### src/rtl/vx_tcu_drl_excep_ctrl_pkg.sv
// Shared types for the TCU dot-product step sequencer: exception record,
// format IDs, FSM states and the sticky inf/NaN merge helpers.
package vx_tcu_drl_excep_ctrl_pkg;

  localparam logic [2:0] TCU_FP32_ID = 3'd0;
  localparam logic [2:0] TCU_FP16_ID = 3'd1;
  localparam logic [2:0] TCU_BF16_ID = 3'd2;
  localparam logic [2:0] TCU_FP8_ID  = 3'd3;
  localparam logic [2:0] TCU_BF8_ID  = 3'd4;

  typedef struct packed {
    logic sign;
    logic is_nan;
    logic is_inf;
  } fedp_excep_t;

  typedef struct packed {
    logic acc_nan;
    logic acc_pos;
    logic acc_neg;
  } tcu_excep_acc_t;

  typedef enum logic [1:0] {
    TCU_EXCEP_IDLE,
    TCU_EXCEP_ISSUE,
    TCU_EXCEP_DRAIN,
    TCU_EXCEP_RESP
  } tcu_excep_state_e;

  function automatic logic tcu_fmt_supported(input logic [2:0] fmt);
    return (fmt == TCU_FP32_ID) || (fmt == TCU_FP16_ID) || (fmt == TCU_BF16_ID)
        || (fmt == TCU_FP8_ID)  || (fmt == TCU_BF8_ID);
  endfunction

  // Sticky merge of one per-step result; infinities are tracked per sign so
  // that +inf and -inf in the same tile can later resolve to NaN.
  function automatic tcu_excep_acc_t tcu_excep_merge(input tcu_excep_acc_t acc,
                                                     input fedp_excep_t    excep_in);
    tcu_excep_acc_t res;
    res.acc_nan = acc.acc_nan | excep_in.is_nan;
    res.acc_pos = acc.acc_pos | (excep_in.is_inf & ~excep_in.sign);
    res.acc_neg = acc.acc_neg | (excep_in.is_inf &  excep_in.sign);
    return res;
  endfunction

  function automatic fedp_excep_t tcu_excep_format(input tcu_excep_acc_t acc);
    fedp_excep_t res;
    res.is_nan = acc.acc_nan | (acc.acc_pos & acc.acc_neg);
    res.is_inf = (acc.acc_pos | acc.acc_neg) & ~res.is_nan;
    res.sign   = acc.acc_neg & ~acc.acc_pos;
    return res;
  endfunction

endpackage

### src/rtl/vx_tcu_drl_excep_ctrl_acc.sv
// Sticky exception accumulator for one tile plus formatting of the final
// exception record.
module vx_tcu_drl_excep_ctrl_acc
  import vx_tcu_drl_excep_ctrl_pkg::*;
(
  input  logic                           clk,
  input  logic                           reset,
  input  logic                           clear,
  input  logic                           en,
  input  logic [$bits(fedp_excep_t)-1:0] excep_in,
  output logic [$bits(fedp_excep_t)-1:0] rsp_excep
);

  tcu_excep_acc_t acc;

  // NOTE: sequential state is updated with non-blocking assignments only, so
  // every flop samples pre-edge values regardless of block ordering.
  always_ff @(posedge clk) begin
    if (reset || clear) begin
      acc <= '0;
    end else if (en) begin
      acc <= tcu_excep_merge(acc, fedp_excep_t'(excep_in));
    end
  end

  assign rsp_excep = tcu_excep_format(acc);

endmodule

### src/rtl/vx_tcu_drl_excep_ctrl.sv
// Step sequencer for one TCU lane group: issues one step token per K-chunk,
// collects per-step exceptions and returns one merged record per tile.
module vx_tcu_drl_excep_ctrl
  import vx_tcu_drl_excep_ctrl_pkg::*;
#(
  parameter  int MAX_STEPS = 8,
  parameter  int TAG_WIDTH = 4,
  localparam int STEPW     = $clog2(MAX_STEPS)
) (
  input  logic                           clk,
  input  logic                           reset,
  input  logic                           req_valid,
  output logic                           req_ready,
  input  logic [2:0]                     req_fmt,
  input  logic [STEPW-1:0]               req_steps,
  input  logic [TAG_WIDTH-1:0]           req_tag,
  output logic                           step_valid,
  input  logic                           step_ready,
  output logic [STEPW-1:0]               step_idx,
  output logic [2:0]                     step_fmt,
  output logic                           step_last,
  input  logic                           excep_valid,
  input  logic [$bits(fedp_excep_t)-1:0] excep_in,
  output logic                           rsp_valid,
  input  logic                           rsp_ready,
  output logic [TAG_WIDTH-1:0]           rsp_tag,
  output logic [$bits(fedp_excep_t)-1:0] rsp_excep,
  output logic                           busy,
  output logic                           err_unexp
);

  localparam int CNTW = STEPW + 1;

  tcu_excep_state_e     state, state_n;
  logic [STEPW-1:0]     steps_q;
  logic [2:0]           fmt_q;
  logic [TAG_WIDTH-1:0] tag_q;
  logic [CNTW-1:0]      issue_cnt, issue_cnt_n;
  logic [CNTW-1:0]      ret_cnt, ret_cnt_n;
  logic [CNTW-1:0]      total_steps;
  logic                 req_fire, step_fire;
  logic                 ret_window, ret_accept, ret_drop;
  logic                 err_unexp_q;

  assign total_steps = CNTW'(steps_q) + CNTW'(1);

  assign req_ready  = (state == TCU_EXCEP_IDLE);
  assign step_valid = (state == TCU_EXCEP_ISSUE);
  assign rsp_valid  = (state == TCU_EXCEP_RESP);
  assign busy       = (state != TCU_EXCEP_IDLE);
  assign step_idx   = issue_cnt[STEPW-1:0];
  assign step_fmt   = fmt_q;
  assign step_last  = step_valid && (issue_cnt == CNTW'(steps_q));
  assign rsp_tag    = tag_q;
  assign err_unexp  = err_unexp_q;

  assign req_fire  = req_valid && req_ready;
  assign step_fire = step_valid && step_ready;

  // A return arriving with a step fire is judged against the post-fire count,
  // which lets a zero-latency datapath report in the issue cycle.
  assign issue_cnt_n = issue_cnt + CNTW'(step_fire);
  assign ret_window  = (state == TCU_EXCEP_ISSUE) || (state == TCU_EXCEP_DRAIN);
  assign ret_accept  = excep_valid && ret_window && (ret_cnt < issue_cnt_n);
  assign ret_drop    = excep_valid && !ret_accept;
  assign ret_cnt_n   = ret_cnt + CNTW'(ret_accept);

  // NOTE: every signal written here gets a default first, so no path leaves
  // it unassigned and no latch is inferred.
  always_comb begin
    state_n = state;
    unique case (state)
      TCU_EXCEP_IDLE: begin
        if (req_valid) begin
          state_n = tcu_fmt_supported(req_fmt) ? TCU_EXCEP_ISSUE : TCU_EXCEP_RESP;
        end
      end
      TCU_EXCEP_ISSUE: begin
        if (step_fire && step_last) state_n = TCU_EXCEP_DRAIN;
      end
      TCU_EXCEP_DRAIN: begin
        if (ret_cnt_n == total_steps) state_n = TCU_EXCEP_RESP;
      end
      TCU_EXCEP_RESP: begin
        if (rsp_ready) state_n = TCU_EXCEP_IDLE;
      end
      default: state_n = TCU_EXCEP_IDLE;
    endcase
  end

  always_ff @(posedge clk) begin
    if (reset) begin
      state       <= TCU_EXCEP_IDLE;
      steps_q     <= '0;
      fmt_q       <= '0;
      tag_q       <= '0;
      issue_cnt   <= '0;
      ret_cnt     <= '0;
      err_unexp_q <= 1'b0;
    end else begin
      state       <= state_n;
      err_unexp_q <= ret_drop;
      if (req_fire) begin
        steps_q   <= req_steps;
        fmt_q     <= req_fmt;
        tag_q     <= req_tag;
        issue_cnt <= '0;
        ret_cnt   <= '0;
      end else begin
        issue_cnt <= issue_cnt_n;
        ret_cnt   <= ret_cnt_n;
      end
    end
  end

  vx_tcu_drl_excep_ctrl_acc u_acc (
    .clk       (clk),
    .reset     (reset),
    .clear     (req_fire),
    .en        (ret_accept),
    .excep_in  (excep_in),
    .rsp_excep (rsp_excep)
  );

endmodule

### config.mk
export PLATFORM = sky130hd
export DESIGN_NAME = vx_tcu_drl_excep_ctrl
export DESIGN_NICKNAME = d
export VERILOG_FILES = /design/src/rtl/vx_tcu_drl_excep_ctrl_pkg.sv /design/src/rtl/vx_tcu_drl_excep_ctrl_acc.sv /design/src/rtl/vx_tcu_drl_excep_ctrl.sv
export SDC_FILE = /design/constraint.sdc
export NUM_CORES = 1
export LEC_CHECK = 0
export ABC_AREA = 0
export BUFFER_PORTS_ARGS = -buffer_cell sky130_fd_sc_hd__buf_2
export CAP_MARGIN = 20
export CORE_ASPECT_RATIO = 1.4
export CORE_UTILIZATION = 54
export CTS_CLUSTER_DIAMETER = 30
export CTS_CLUSTER_SIZE = 24
export DETAILED_ROUTE_END_ITERATION = 12
export PLACE_DENSITY = 0.83
export SLEW_MARGIN = 20
export SYNTH_ARGS = -nofsm -noshare
export SYNTH_HDL_FRONTEND = slang
export SYNTH_HIERARCHICAL = 1
export SYNTH_SLANG_ARGS = --single-unit
### constraint.sdc
create_clock -name clk -period 5.5 [get_ports clk]
set_clock_uncertainty 0.1 [all_clocks]
set_input_delay 1.1 -clock clk [delete_from_list [all_inputs] [get_ports clk]]
set_output_delay 1.1 -clock clk [all_outputs]
set_load 0.05 [all_outputs]
==> results.cfg, run 1 <==
[place]
place_worst_setup_slack_ns = 1.34
dp_hpwl_um = 2060
gp_congestion = 0.784
numPortBuffers = 37
post_dp_cell_area_um2 = 1420

[routing]
drc = 0
ant_nets = 0
wl_um = 2510
post_drt_wl_per_cell_um = 12.9
dr.first_iter.drc_count = 25
viasPerCell = 5.55
vias = 1083
firstDrtPassIters = 3

[worst_setup_path]
crit_type = input port to flip-flop
slowest_delay_ns = 0.35
r2r_start = state[1]
cp-startpoint = step_ready
r2r_end = state[0]
reg2reg_slack_ns = 1.80
crit_end = state[0]
path_max_fanout = 5
cp_cell_sequence = buf_2 > and3_1 > ha_1 > inv_1 > ha_1 > a211oi_1 > o21a_1 > ha_1 > ha_1 > xnor2_1 > xnor2_1 > o41ai_4 > a31oi_1 > a311oi_1
reg2reg_depth = 15
worstSetupEndpointType = flip-flop
cp_data_required_time_ns = 5.62
worstPathArrival_ns = 3.98
crit_top_cell = ha_1
crit_cells = 14
crit_slowest_cell = o41ai_4
worstSetupStartpointType = input port
critPathTopFamily = compound AO/OA/AOI/OAI gates
crit_buf_inv = 2

[logic_synthesis]
synth_top_area_share_pct = 38.7
synth_cells = 138
syn-num-nets = 168
avgSynthCellArea_um2 = 8.99
synth_area_um2 = 1240
synth.distinct_cells = 35
ys_warn_count = 6
synth_area_leaders = dfxtp_1, ha_1, nand2_1
synth_top_cell_by_area = dfxtp_1
ys_ff_latch = 24
seq_area_frac_synth_pct = 38.7

[worst_hold_path]
hold_class = flip-flop to flip-flop
whs_path_depth = 2

[clocking]
hold_buffers = 0
cts_resized = 0
cts_tree = built
cts.clk_slew.worst_paths_ns = 0.13
clockBufferDepth = 2
ctsRootBufferMaster = clkbuf_4
clock_sinks = 24
numCtsBuffers = 3
insertion_delay_ns = 0.32
postCtsSetupBuffers = 0
cts.htree.levels = 1

[cells_and_area]
regArea_um2 = 480
multi_input_comb_area_um2 = 699
synthToLayoutAreaGrowth_pct = 18.7
nets = 204
fin_area_um2 = 1470
drive_gt1_share_pct = 26.0
diodes = 0
fillers = 177

[global_route]
grt_max_degree = 19
grt_overflow_total = 0
antenna_found_initial = 0
grt_pass1_vias = 1056
grt_pass1_wl_um = 4170
track_usage_pct = 21.9

[pwr]
p_total_mw = 0.670
p_leak_nw = 0.724
irDropWorstVdd_uv = 233
power_density_nw_per_um2 = 455

[run_status]
status = completed

[timing]
layout_setup_ws_ns = 1.65
slew_headroom_pct = 71.7
hold_viol = 0
setup_tns_ns = 0
post-route-min-period_ns = 3.85
setup_violations = 0
drv_slew = 0
tightest_slew_ns = 0.424
fmax_mhz = 259
post-route-period-util_pct = 70.1
rsz0062_at_grt = false

[floorplan]
rows = 20
die_x_um = 42.5
initial_core_util_pct = 57.0
fp.dieH_um = 58.7
dieArea_um2 = 2490
core-area_um2 = 2180
io_pins = 38

[flow_run]
cap_violations = 0
==> final cells by class <==
cell class                 instances  area share (%)
inverter                           7            1.79
sequential                        24            32.7
clock inverter                     1            2.04
clock buffer                       3            1.53
multi-input combinational        101            47.5
timing repair buffer              37            12.6
tap                               22            1.87
==> metrics by stage <==
| step | util, % | cells | hold slack (ns) |
|---|---|---|---|
| final | 67.6 | 195 | 0.369 |
| after global routing | 67.6 | 195 | 0.387 |
| after CTS | 67.6 | 195 | 0.371 |
| after detailed placement | 65.2 | 191 | 0.353 |
| after global placement | 65.2 | 191 | 0.342 |
| after floorplan | - | 138 | 0.377 |
==> cells in the final DEF, fill, tap and decap left out, types with 2 or more instances in the layout <==
| cell | instances |
|---|---|
| nor3b_1 | 2 |
| nand3_1 | 2 |
| a31oi_1 | 3 |
| nor3_1 | 2 |
| clkbuf_4 | 3 |
| xor2_1 | 6 |
| xnor2_1 | 6 |
| nor2_1 | 10 |
| o21ai_0 | 2 |
| o21a_1 | 2 |
| buf_2 | 37 |
| a21oi_1 | 12 |
| and2_1 | 2 |
| ha_1 | 11 |
| dfxtp_1 | 24 |
| inv_1 | 7 |
| nand2_1 | 22 |
| nand2b_1 | 2 |
==> flip-flops by register name, indices dropped and copies added, names as in the netlist <==
name and count:
u_acc/acc 3, ret_cnt 4, state 2, steps_q 3, err_unexp 1, issue_cnt 4, step_fmt 3, rsp_tag 4
==> per-layer routing <==
| metal | vias up | wire, µm | global-route usage (%) |
|---|---|---|---|
| met3 | 12 | 85 | 1.84 |
| met1 | 503 | 950 | 21.7 |
| met5 | - | 0 | 0 |
| met2 | 32 | 1360 | 40.9 |
| li1 | 536 | - | - |
| met4 | 0 | 121 | 17.4 |
==> synth_stat cells <==
cell	instances
nor2_1	10
and3_1	1
a211oi_1	1
a21oi_1	12
nand3b_1	1
clkbuf_1	3
xor2_1	6
a31oi_1	3
xnor2_1	6
nor4_1	1
and3_4	1
nor3b_1	2
a2bb2oi_1	1
nand2_1	22
a21boi_0	1
o21bai_1	1
nand3_1	2
a21o_1	1
buf_4	3
a311oi_1	1
ha_1	11
nor2b_1	1
and2_1	2
a211oi_2	1
o21ai_0	2
nand2b_1	2
and3b_1	1
dfxtp_1	24
a21bo_2	1
o41ai_4	1
nor3_1	2
inv_1	7
nand4_1	1
xnor3_1	1
o21a_1	2
==> where the power goes <==
group,total (mW),leakage [nW],switching [mW],internal (mW)
combinational,0.326,0.501,0.228,0.0980
sequential,0.217,0.196,0.0203,0.197
clock,0.127,0.0279,0.0535,0.0737
==> cells by family (layout without fill, tap and decap cells) <==
logic type	count (synthesis)	count (layout)	synth area share, %
compound gates	28	28	16.2
xor+xnor	13	13	10.3
fa+ha+maj	11	11	11.1
buf+inv	13	48	4.84
flops	24	24	38.7
simple gates	49	49	18.8
==> worst reg2reg max path: cells and delay by family, from the launching register on <==
kind | cells | cell delay [ns]
adder cells (fa/ha/maj) | 5 | 1.16
buffers and inverters | 2 | 0.13
XOR/XNOR | 2 | 0.35
AO/OA/AOI/OAI | 5 | 1.25
AND/OR/NAND/NOR | 1 | 0.22
flip-flops | 1 | 0.41
==> worst min path at each step <==
stage | slack (ns) | to | from
6_report | 0.37 | step_fmt[0] | step_fmt[0]
4_1_cts | 0.37 | step_fmt[2] | step_fmt[2]
3_3_place_gp | 0.34 | rsp_tag[1] | rsp_tag[1]
3_5_place_dp | 0.35 | step_fmt[2] | step_fmt[2]
5_1_grt | 0.39 | rsp_tag[3] | rsp_tag[3]
2_1_floorplan | 0.38 | steps_q[1] | steps_q[1]
Note: power is estimated with default switching activity, not from simulation.
==> run 2, diff against run 1 <==
- CORE_UTILIZATION: 54 -> 50
- PLACE_DENSITY: 0.83 -> 0.78
- clock period: 5.5 -> 3.7 ns (I/O delays scaled with it)
==> results.cfg, run 2 (synthesized netlist as in run 1, its figures left out) <==
[clocking]
cts.clk_slew.worst_paths_ns = 0.12
insertion_delay_ns = 0.31
cts_resized = 0
cts_tree = built
hold_buffers = 0
clock_sinks = 24
cts.htree.levels = 1
ctsRootBufferMaster = clkbuf_4
clockBufferDepth = 2
postCtsSetupBuffers = 0
numCtsBuffers = 3

[floorplan]
dieArea_um2 = 2690
die_x_um = 44.1
rows = 21
initial_core_util_pct = 52.4
io_pins = 38
core-area_um2 = 2360
fp.dieH_um = 60.9

[routing]
wl_um = 2400
vias = 1047
viasPerCell = 5.34
dr.first_iter.drc_count = 11
post_drt_wl_per_cell_um = 12.3
drc = 0
firstDrtPassIters = 4
ant_nets = 0

[global_route]
grt.busiest_layer = met2
met2_usage_pct = 37.0
grt_pass1_wl_um = 3880
grt_max_degree = 19
grt_pass1_vias = 962
grt_overflow_total = 0
met1_usage_pct = 20.6
antenna_found_initial = 0
track_usage_pct = 19.7
use_met3_pct = 2.08

[pwr]
p_total_mw = 0.915
p_leak_nw = 0.717
irDropWorstVdd_uv = 368
power_density_nw_per_um2 = 627

[timing]
hold_ws_ns = 0.365
setup_tns_ns = 0
post-route-min-period_ns = 3.47
fmax_mhz = 288
slew_headroom_pct = 71.6
setup_violations = 0
tightest_slew_ns = 0.425
layout_setup_ws_ns = 0.232
rsz0062_at_grt = false
hold_viol = 0
post-route-period-util_pct = 93.7
drv_slew = 0

[flow_run]
cap_violations = 0

[place]
gp_congestion = 0.903
numPortBuffers = 37
dp_hpwl_um = 1940
place_worst_setup_slack_ns = 0.0706

[worst_setup_path]
worstSetupStartpointType = flip-flop
cp_data_required_time_ns = 3.83
crit_type = flip-flop to flip-flop
worstPathArrival_ns = 3.60
path_max_fanout = 6
worstSetupEndpointType = flip-flop

[cells_and_area]
postLayoutCoreUtil_pct = 61.7
final_common_cell = buf_2
nets = 205
final_cell_mix = buf_2, dfxtp_1, nand2_1
diodes = 0
drive_gt1_share_pct = 27.2
synthToLayoutAreaGrowth_pct = 17.7
fillers = 209

[worst_hold_path]
hold_class = flip-flop to flip-flop

[run_status]
status = completed
## run 2: cell types whose count changed in the layout (fill, tap and decap cells not counted), sizes merged
cell / change
buf: +1
bufinv: -1
## run 2: stage by stage
| step | std cells | instance area (µm²) |
|---|---|---|
| floorplan | 138 | 1240 |
| global placement | 193 | 1430 |
| global route | 196 | 1460 |
| finish | 196 | 1460 |
| detailed placement | 193 | 1430 |
| CTS | 196 | 1450 |
## run 2: layer usage
layer	wire [µm]	vias to the layer above
li1	-	538
met2	1240	26
met1	1020	477
met5	0	-
met4	55	0
met3	85	6
## run 2: critical path: stages (launching register included)
cell      delay, ns
dfxtp_2        0.37
inv_1          0.06
ha_1           0.23
and3_1         0.22
ha_1           0.19
xnor2_1        0.20
ha_1           0.26
o21ai_0        0.21
o21a_1         0.17
ha_1           0.18
ha_1           0.26
xor2_1         0.18
o41ai_4        0.38
a31oi_1        0.13
a311oi_1       0.24
## run 2: final timing paths
check,start,end,slack (ns),cells after the start
setup / recovery,state[1],state[0],0.23,14
hold / removal,step_fmt[0],step_fmt[0],0.36,2
setup reg to reg,state[1],state[0],0.23,14
hold reg to reg,step_fmt[0],step_fmt[0],0.36,2
## run 2: layout make-up
type	count	area [µm²]	area share, %
Clock buffer	3	22.5	1.54
Inverter	7	26.3	1.80
Multi-Input combinational cell	101	707	48.5
Sequential cell	24	482	33.0
Tap cell	23	28.8	1.97
Timing Repair Buffer	38	193	13.2
## run 2: power breakdown
group | internal, mW | switching, mW
logic | 0.148 | 0.336
clock network | 0.0380 | 0.0715
registers | 0.293 | 0.0288
total | 0.479 | 0.436
==> run 3, diff against run 2 <==
- SYNTH_HIERARCHICAL: 1 -> unset
==> results.cfg, run 3 <==
[timing]
tightest_slew_ns = 0.384
layout_setup_ws_ns = 0.240
post-route-period-util_pct = 93.5
slew_headroom_pct = 74.4
hold_viol = 0
drv_slew = 0
setup_tns_ns = 0
post-route-min-period_ns = 3.46
rsz0062_at_grt = false
setup_violations = 0
fmax_mhz = 289

[worst_setup_path]
cp_data_required_time_ns = 3.84
worstSetupStartpointType = flip-flop
worstPathArrival_ns = 3.60
worstSetupEndpointType = flip-flop
path_max_fanout = 6
reg2reg_slack_ns = 0.24
crit_type = flip-flop to flip-flop

[logic_synthesis]
synth_top_area_share_pct = 38.1
async_flop_share_pct = 0
synth_cells = 143
synth.most_common_cell = dfxtp_1
syn-num-nets = 173
ys_ff_latch = 24
ys_top_cells_by_count = dfxtp_1, nand2_1, a21oi_1
synth.distinct_cells = 32
seq_area_frac_synth_pct = 38.1
synth_area_leaders = dfxtp_1, ha_1, a21oi_1
ys_warn_count = 0
synth-edff-count = 0
synth_area_um2 = 1260
avgSynthCellArea_um2 = 8.81
ys.flop_type = dfxtp_1
synth_top_cell_by_area = dfxtp_1

[global_route]
track_usage_pct = 23.3
grt_pass1_vias = 1088
grt_overflow_total = 0
grt_pass1_wl_um = 4610
antenna_found_initial = 0
grt_max_degree = 16

[routing]
viasPerCell = 5.10
wl_um = 2660
firstDrtPassIters = 4
ant_nets = 0
drc = 0
vias = 1086
post_drt_wl_per_cell_um = 12.5
dr.first_iter.drc_count = 8

[place]
dp_hpwl_um = 2120
place_worst_setup_slack_ns = 0.0550
post_dp_cell_area_um2 = 1470
numPortBuffers = 37
dp_cells = 209
gp_congestion = 0.865

[clocking]
hold_buffers = 0
cts.htree.levels = 1
cts_tree = built
postCtsSetupBuffers = 0
insertion_delay_ns = 0.33
clockBufferDepth = 2
clock_sinks = 24
cts.clk_slew.worst_paths_ns = 0.13
cts_resized = 0
numCtsBuffers = 3
ctsRootBufferMaster = clkbuf_4

[pwr]
irDropWorstVdd_uv = 439
power_density_nw_per_um2 = 599
p_total_mw = 0.902
p_leak_nw = 0.716

[cells_and_area]
stdcell_count = 213
drive_gt1_share_pct = 26.8
diodes = 0
final_cell_mix = buf_2, nand2_1, dfxtp_1
final_common_cell = buf_2
fin_area_um2 = 1510
synthToLayoutAreaGrowth_pct = 19.5
nets = 210

[floorplan]
io_pins = 38
rows = 21
core-area_um2 = 2390
initial_core_util_pct = 52.7
dieArea_um2 = 2730
fp.dieH_um = 61.4
die_x_um = 44.4

[flow_run]
cap_violations = 0

[run_status]
status = completed

[worst_hold_path]
hold_class = flip-flop to flip-flop
## run 3: changes by cell type in the layout (fill, tap and decap cells not counted), moves of 2 or more
cell	before	now
xor2_1	6	4
a31oi_1	3	0
a21oi_1	12	18
inv_1	7	9
o2111ai_1	0	2
nor3_1	2	0
xnor2_1	5	7
## run 3: worst max-delay path: stages, from the launching register on
cell and delay, ns:
dfxtp_2 0.38, inv_1 0.07, ha_2 0.21, and3_1 0.20, ha_1 0.27, inv_1 0.05
ha_1 0.28, a21oi_1 0.21, o21a_1 0.17, ha_1 0.18, and3_1 0.22, xnor3_1 0.28
o41ai_4 0.40, a21oi_1 0.12, a311oi_1 0.25
## run 3: stage by stage
| stage | hold WS, ns | utilization [%] |
|---|---|---|
| 6_report | 0.365 | 63.0 |
| 5_1_grt | 0.385 | 63.0 |
| 4_1_cts | 0.368 | 62.8 |
| 3_3_place_gp | 0.341 | 61.3 |
| 3_5_place_dp | 0.348 | 61.3 |
| 2_1_floorplan | 0.340 | - |
## run 3: cell families (layout without fill, tap and decap cells)
kind of cell | Yosys count | in the layout | share of synthesized area, %
adders and majority gates | 11 | 11 | 10.9
xor gates and xnor gates | 13 | 13 | 10.7
buffers and inverters | 16 | 52 | 5.66
AOI/OAI and AO/OA | 32 | 32 | 17.0
and+or+nand+nor | 47 | 47 | 17.6
DFF | 24 | 24 | 38.1
## run 3: worst paths after layout
path         cells past startpoint   startpoint           to
max                             14     state[1]     state[1]
min                              2  step_fmt[0]  step_fmt[0]
max reg2reg                     14     state[1]     state[1]
min reg2reg                      2  step_fmt[0]  step_fmt[0]
## run 3: area by class of cell
cell class	count	area, µm²
Fill cell	223	886
Clock buffer	4	36.3
Timing Repair Buffer	39	200
Tap cell	34	42.5
Inverter	9	33.8
Sequential cell	24	482
Multi-Input combinational cell	103	711
## run 3: power by group
group	switching (mW)	internal, mW	leakage, nW	total, mW
Sequential	0.0295	0.293	0.196	0.322
Combinational	0.306	0.133	0.499	0.438
Clock	0.0815	0.0603	0.0210	0.142
## run 3: layer usage
metal	routed length [µm]	GRT usage [%]
met2	1420	42.0
met5	0	0
met3	86	2.05
met4	78	13.0
met1	1080	26.8
